`src/rtl/multicycle_control_unit.sv`:
```
// Multi-cycle instruction sequencer (FETCH/DECODE/EXEC/MEM/WB) with memory timeout and retire counter.
// Optional feature macro: ILLEGAL_TRAP_EN (illegal opcodes lock the FSM in TRAP until reset).
module multicycle_control_unit #(
    parameter int TIMEOUT = 16,
    parameter int CNT_W   = 32
) (
    input  logic             clk,
    input  logic             rst_n,
    input  logic [5:0]       opcode,
    input  logic [9:0]       xox,
    input  logic [8:0]       xoxo,
    input  logic [1:0]       xods,
    input  logic             mem_ready,
    input  logic             cond_taken,
    output logic             IMemRead,
    output logic             IRWrite,
    output logic             PCWrite,
    output logic             RegRead,
    output logic             RegWrite,
    output logic             MemRead,
    output logic             MemWrite,
    output logic             Branch,
    output logic             mem_err,
    output logic             illegal,
    output logic [2:0]       state,
    output logic [CNT_W-1:0] retired
);

    typedef enum logic [2:0] {
        FETCH  = 3'd0,
        DECODE = 3'd1,
        EXEC   = 3'd2,
        MEM    = 3'd3,
        WB     = 3'd4,
        TRAP   = 3'd5
    } state_t;

    typedef enum logic [2:0] {
        C_ALU   = 3'd0,
        C_LOAD  = 3'd1,
        C_STORE = 3'd2,
        C_BRU   = 3'd3,
        C_BRC   = 3'd4,
        C_ILL   = 3'd5
    } cls_t;

    localparam int TW = (TIMEOUT > 1) ? $clog2(TIMEOUT + 1) : 1;
    localparam logic [TW-1:0] TLAST = (TIMEOUT > 0) ? TW'(TIMEOUT - 1) : '0;

    function automatic cls_t decode_class(input logic [5:0] op);
        cls_t c;
        case (op)
            6'd31, 6'd14, 6'd15, 6'd24, 6'd26, 6'd28: c = C_ALU;
            6'd58, 6'd32, 6'd34, 6'd40, 6'd42:        c = C_LOAD;
            6'd38, 6'd44, 6'd37, 6'd36, 6'd62:        c = C_STORE;
            6'd18:                                    c = C_BRU;
            6'd19:                                    c = C_BRC;
            default:                                  c = C_ILL;
        endcase
        return c;
    endfunction

    state_t        state_r, state_next_s;
    cls_t          cls_r, cls_dec_s;
    logic [TW-1:0] tcnt_r;
    logic [CNT_W-1:0] retired_r;
    logic          expire_s, retire_s, waiting_s;
    logic          unused_s;

    // Extended opcodes have no effect in this generation.
    assign unused_s  = ^{xox, xoxo, xods};
    assign cls_dec_s = decode_class(opcode);
    assign waiting_s = ((state_r == FETCH) || (state_r == MEM)) && !mem_ready;

    // Expiry: this waiting cycle is the TIMEOUT-th without mem_ready; ready in the same cycle wins.
    always_comb begin
        expire_s = 1'b0;
        if ((TIMEOUT != 0) && waiting_s && (tcnt_r == TLAST)) begin
            expire_s = 1'b1;
        end else begin
            expire_s = 1'b0;
        end
    end

    // Next-state and datapath enables.
    always_comb begin
        state_next_s = state_r;
        retire_s     = 1'b0;
        IMemRead     = 1'b0;
        IRWrite      = 1'b0;
        PCWrite      = 1'b0;
        RegRead      = 1'b0;
        RegWrite     = 1'b0;
        MemRead      = 1'b0;
        MemWrite     = 1'b0;
        Branch       = 1'b0;
        case (state_r)
            FETCH: begin
                IMemRead = 1'b1;
                if (mem_ready) begin
                    IRWrite      = 1'b1;
                    PCWrite      = 1'b1;
                    state_next_s = DECODE;
                end else begin
                    state_next_s = FETCH;
                end
            end
            DECODE: begin
                if ((cls_dec_s == C_BRU) || (cls_dec_s == C_ILL)) begin
                    RegRead = 1'b0;
                end else begin
                    RegRead = 1'b1;
                end
                if (cls_dec_s == C_ILL) begin
`ifdef ILLEGAL_TRAP_EN
                    state_next_s = TRAP;
`else
                    state_next_s = FETCH;
                    retire_s     = 1'b1;
`endif
                end else begin
                    state_next_s = EXEC;
                end
            end
            EXEC: begin
                case (cls_r)
                    C_BRU: begin
                        Branch       = 1'b1;
                        PCWrite      = 1'b1;
                        state_next_s = FETCH;
                        retire_s     = 1'b1;
                    end
                    C_BRC: begin
                        Branch       = 1'b1;
                        PCWrite      = cond_taken;
                        state_next_s = FETCH;
                        retire_s     = 1'b1;
                    end
                    C_ALU:   state_next_s = WB;
                    C_LOAD:  state_next_s = MEM;
                    C_STORE: state_next_s = MEM;
                    default: state_next_s = FETCH;
                endcase
            end
            MEM: begin
                if (cls_r == C_LOAD) begin
                    MemRead = 1'b1;
                end else begin
                    MemWrite = 1'b1;
                end
                if (mem_ready) begin
                    if (cls_r == C_LOAD) begin
                        state_next_s = WB;
                    end else begin
                        state_next_s = FETCH;
                        retire_s     = 1'b1;
                    end
                end else if (expire_s) begin
                    state_next_s = FETCH;
                end else begin
                    state_next_s = MEM;
                end
            end
            WB: begin
                RegWrite     = 1'b1;
                state_next_s = FETCH;
                retire_s     = 1'b1;
            end
            TRAP: begin
`ifdef ILLEGAL_TRAP_EN
                state_next_s = TRAP;
`else
                state_next_s = FETCH;
`endif
            end
            default: state_next_s = FETCH;
        endcase
    end

    // State, class, timeout counter and retire counter registers.
    always_ff @(posedge clk or negedge rst_n) begin
        if (!rst_n) begin
            state_r   <= FETCH;
            cls_r     <= C_ILL;
            tcnt_r    <= '0;
            retired_r <= '0;
        end else begin
            state_r <= state_next_s;
            if (state_r == DECODE) begin
                cls_r <= cls_dec_s;
            end else begin
                cls_r <= cls_r;
            end
            if (waiting_s && !expire_s) begin
                tcnt_r <= tcnt_r + TW'(1);
            end else begin
                tcnt_r <= '0;
            end
            if (retire_s) begin
                retired_r <= retired_r + CNT_W'(1);
            end else begin
                retired_r <= retired_r;
            end
        end
    end

    assign mem_err = expire_s;
    assign state   = state_r;
    assign retired = retired_r;
`ifdef ILLEGAL_TRAP_EN
    assign illegal = (state_r == TRAP);
`else
    assign illegal = 1'b0;
`endif

endmodule

```
`config.mk`:
```
export PLATFORM = sky130hd
export DESIGN_NAME = multicycle_control_unit
export DESIGN_NICKNAME = d
export VERILOG_FILES = /design/src/rtl/multicycle_control_unit.sv
export SDC_FILE = /design/constraint.sdc
export NUM_CORES = 1
export LEC_CHECK = 0
export ABC_AREA = 1
export BUFFER_PORTS_ARGS = -buffer_cell sky130_fd_sc_hd__buf_2
export CORE_UTILIZATION = 55
export CTS_CLUSTER_DIAMETER = 150
export DETAILED_ROUTE_END_ITERATION = 10
export PLACE_DENSITY = 0.82
export REMOVE_ABC_BUFFERS = 1
export SETUP_SLACK_MARGIN = 0.5
export SLEW_MARGIN = 15
export SYNTH_ARGS = -nofsm -noshare
export SYNTH_HDL_FRONTEND = slang
export SYNTH_SLANG_ARGS = --single-unit
```
`constraint.sdc`:
```
create_clock -name clk -period 3.42 [get_ports clk]
set_input_delay 0.171 -clock clk [delete_from_list [all_inputs] [get_ports clk]]
set_output_delay 0.171 -clock clk [all_outputs]
set_load 0.01 [all_outputs]
```
==> metrics.yaml <==
status:
  run_status: "finished clean"
synth:
  ys_warn_count: 0
  syn_avg_cell_area_um2: 6.77
  postSynthCellCount: 441
  synth_seq_cells: 43
  ys_types: 30
  syn_area_um2: 2980
  ys_seq_area_frac: 0.361
route:
  drt_iter0_drc: 176
  vias: 2924
  wl_met2_mm: 3.53
  drt_first_pass_iters: 5
  totalWireLength_mm: 7.17
  wire_per_inst_um: 12.7
  route.top_layer_used: "met4"
  route.detailed.drc: 0
  wl_met3_um: 256
  via_per_inst: 5.18
  ant_nets: 0
  drt-met1-wl_mm: 3.33
power_and_ir_drop:
  power_density_nw_per_um2: 449
  irDropWorstVdd_mv: 0.393
  power_mw: 1.50
  p_leak_nw: 1.81
clocking:
  clock_path_buffers: 2
  cts-buffers-inserted: 5
  postCtsHoldBufs: 0
  cts_resized: 0
  htreeDepth: 2
  clock_latency_ns: 0.30
  cts_tree: "yes"
  cts.sinks: 43
  cts_root_buf: "clkbuf_8"
  post_cts_buffers: 0
  clkSlewWorstSetupHoldPaths_ns: 0.09
setup_path:
  path_cells: "nand3_1 > nand2_2 > nor2_2 > nor3_4 > nand2_4 > nand2_1 > nand2_1"
  slowest_stage: "dfstp_2"
  critPathMaxStageDelay_ns: 0.56
  rr_startpoint: "cls_r[0]$_DFFE_PN1P_"
  worst_setup_path_start_kind: "register"
  reg2reg_depth: 7
  cpMostUsedCell: "nand2_1"
  reg2reg_slack_ns: 1.28
  crit_fanout: 32
  r2r_end: "retired[24]$_DFFE_PN0P_"
  cp-end-kind: "register"
  cp.required_ns: 3.61
  critPathKind: "register to register"
  worstPathArrival_ns: 2.33
global_route:
  track_usage: 0.270
  grt_overflow: 0
  antenna_found_initial: 0
  grt_pass1_wl_mm: 11.8
  first_global_vias: 2644
  grt_max_degree: 44
sta:
  setup-tns-final_ns: 0
  min_period_ns: 2.14
  relSlewSlack: 0.346
  fmax_mhz: 468
  fin_worst_skew_ns: 0.00403
  slew_viol_final: 0
  fin_ws_ns: 1.28
  worst_pin_slew_ns: 0.980
  finalSetupViolCount: 0
  rsz0062_at_grt: "false"
  hold_viol_final: 0
  finalCritPeriodShare: 0.625
place:
  pre_cts_ws_ns: 1.27
  port_buffers: 53
  post-dp-hpwl_mm: 5.36
  gp_congestion: 0.955
layout:
  fillers: 496
  layout-drive-gt1-share: 0.162
  antenna_cells: 0
  area_growth_pct: 12.0
  final_util: 0.646
  final_nets: 530
job:
  maxCapViolations: 0
die:
  coreArea_um2: 5170
  initial_core_util: 0.577
  die_y_um: 75.7
  dieWidth_um: 75.7
  ios: 76
  rows: 26
  dieArea_um2: 5720
hold_path:
  hold_path_class: "input port to async pin"
cells in the mapped netlist (all sizes together):
| master | number | area [um2] |
|---|---|---|
| o21ai | 6 | 30.0 |
| ha | 6 | 75.1 |
| buf | 10 | 97.6 |
| xor2 | 12 | 105 |
| nand2 | 175 | 679 |
| conb | 1 | 3.75 |
| nor4 | 1 | 6.26 |
| nand4 | 6 | 43.8 |
| xnor2 | 4 | 35.0 |
| nor3b | 1 | 7.51 |
| a31oi | 1 | 6.26 |
| dfrtp | 41 | 1030 |
| a21oi | 5 | 28.8 |
| o21a | 1 | 7.51 |
| nor3 | 15 | 97.6 |
| dfstp | 2 | 52.6 |
| nand3 | 51 | 260 |
| nand3b | 8 | 60.1 |
| or2 | 1 | 6.26 |
| inv | 38 | 143 |
| nor2 | 56 | 213 |
placed cells by master (no fill, tap or decap):
cell and instances:
a21oi_1 4, a21oi_2 1, a31oi_1 1, buf_2 53, buf_4 2, clkbuf_8 5
clkinv_2 1, clkinvlp_4 2, conb_1 1, dfrtp_1 41, dfstp_2 2, ha_1 6
inv_1 36, inv_2 2, nand2_1 168, nand2_2 6, nand2_4 1, nand3_1 50
nand3_2 1, nand3b_1 8, nand4_1 5, nand4_2 1, nor2_1 55, nor2_2 1
nor3_1 13, nor3_4 2, nor3b_1 1, nor4_1 1, o21a_1 1, o21ai_0 6
or2_0 1, xnor2_1 4, xor2_1 12
report_power, final:
group	internal (mW)	switching [mW]	leakage [nW]
registers	0.578	0.0835	0.585
logic	0.164	0.347	1.18
clock network	0.142	0.187	0.0402
per-layer routing:
layer,vias up,track usage
li1,1495,-
met1,1363,0.348
met2,61,0.478
met3,5,0.0384
met4,0,0.0679
met5,-,0
cells by family after synthesis:
| family | after synthesis | synth area share |
|---|---|---|
| buffers and inverters | 48 | 0.0805 |
| XOR/XNOR | 16 | 0.0470 |
| adder cells (fa/ha/maj) | 6 | 0.0252 |
| AO/OA/AOI/OAI | 13 | 0.0243 |
| other | 1 | 0.00126 |
| flip-flops | 43 | 0.361 |
| AND/OR/NAND/NOR | 314 | 0.460 |
sequential cells by signal (all words and copies together), names as in the netlist:
register and cells:
cls_r 3, tcnt_r 5, state 3, retired 32
critical path: cells and delay by family, from the launching register on:
kind          cells  cell delay (ns)
flops             1             0.56
simple gates      7             1.44
area by class of cell:
type,count,area [um2],area share
clock inverters,3,20.0,0.00599
well taps,70,87.6,0.0262
clock buffers,5,68.8,0.0206
flip-flops and latches,43,1080,0.323
repair buffers,55,280,0.0838
multi-input cells,350,1670,0.498
inverters,38,143,0.0427
per-stage QoR:
| stage | hold slack, ns | cell area (um2) | cells |
|---|---|---|---|
| final | 0.0255 | 3340 | 564 |
| after CTS | 0.0636 | 3340 | 564 |
| after floorplan | -0.125 | 2890 | 431 |
| after global routing | 0.116 | 3340 | 564 |
| after detailed placement | 0.387 | 3250 | 556 |
| after global placement | 0.358 | 3250 | 556 |
how the worst max path moves through the flow:
stage	endpoint	slack, ns	cells after the start	from
floorplan	retired[10]$_DFFE_PN0P_	1.35	7	cls_r[0]$_DFFE_PN1P_
global placement	retired[11]$_DFFE_PN0P_	1.33	11	opcode[0]
detailed placement	retired[17]$_DFFE_PN0P_	1.27	11	opcode[0]
CTS	retired[24]$_DFFE_PN0P_	1.28	7	cls_r[0]$_DFFE_PN1P_
global route	retired[24]$_DFFE_PN0P_	1.14	7	cls_r[0]$_DFFE_PN1P_
finish	retired[24]$_DFFE_PN0P_	1.28	7	cls_r[0]$_DFFE_PN1P_
Note: power is estimated with default switching activity, not from simulation.
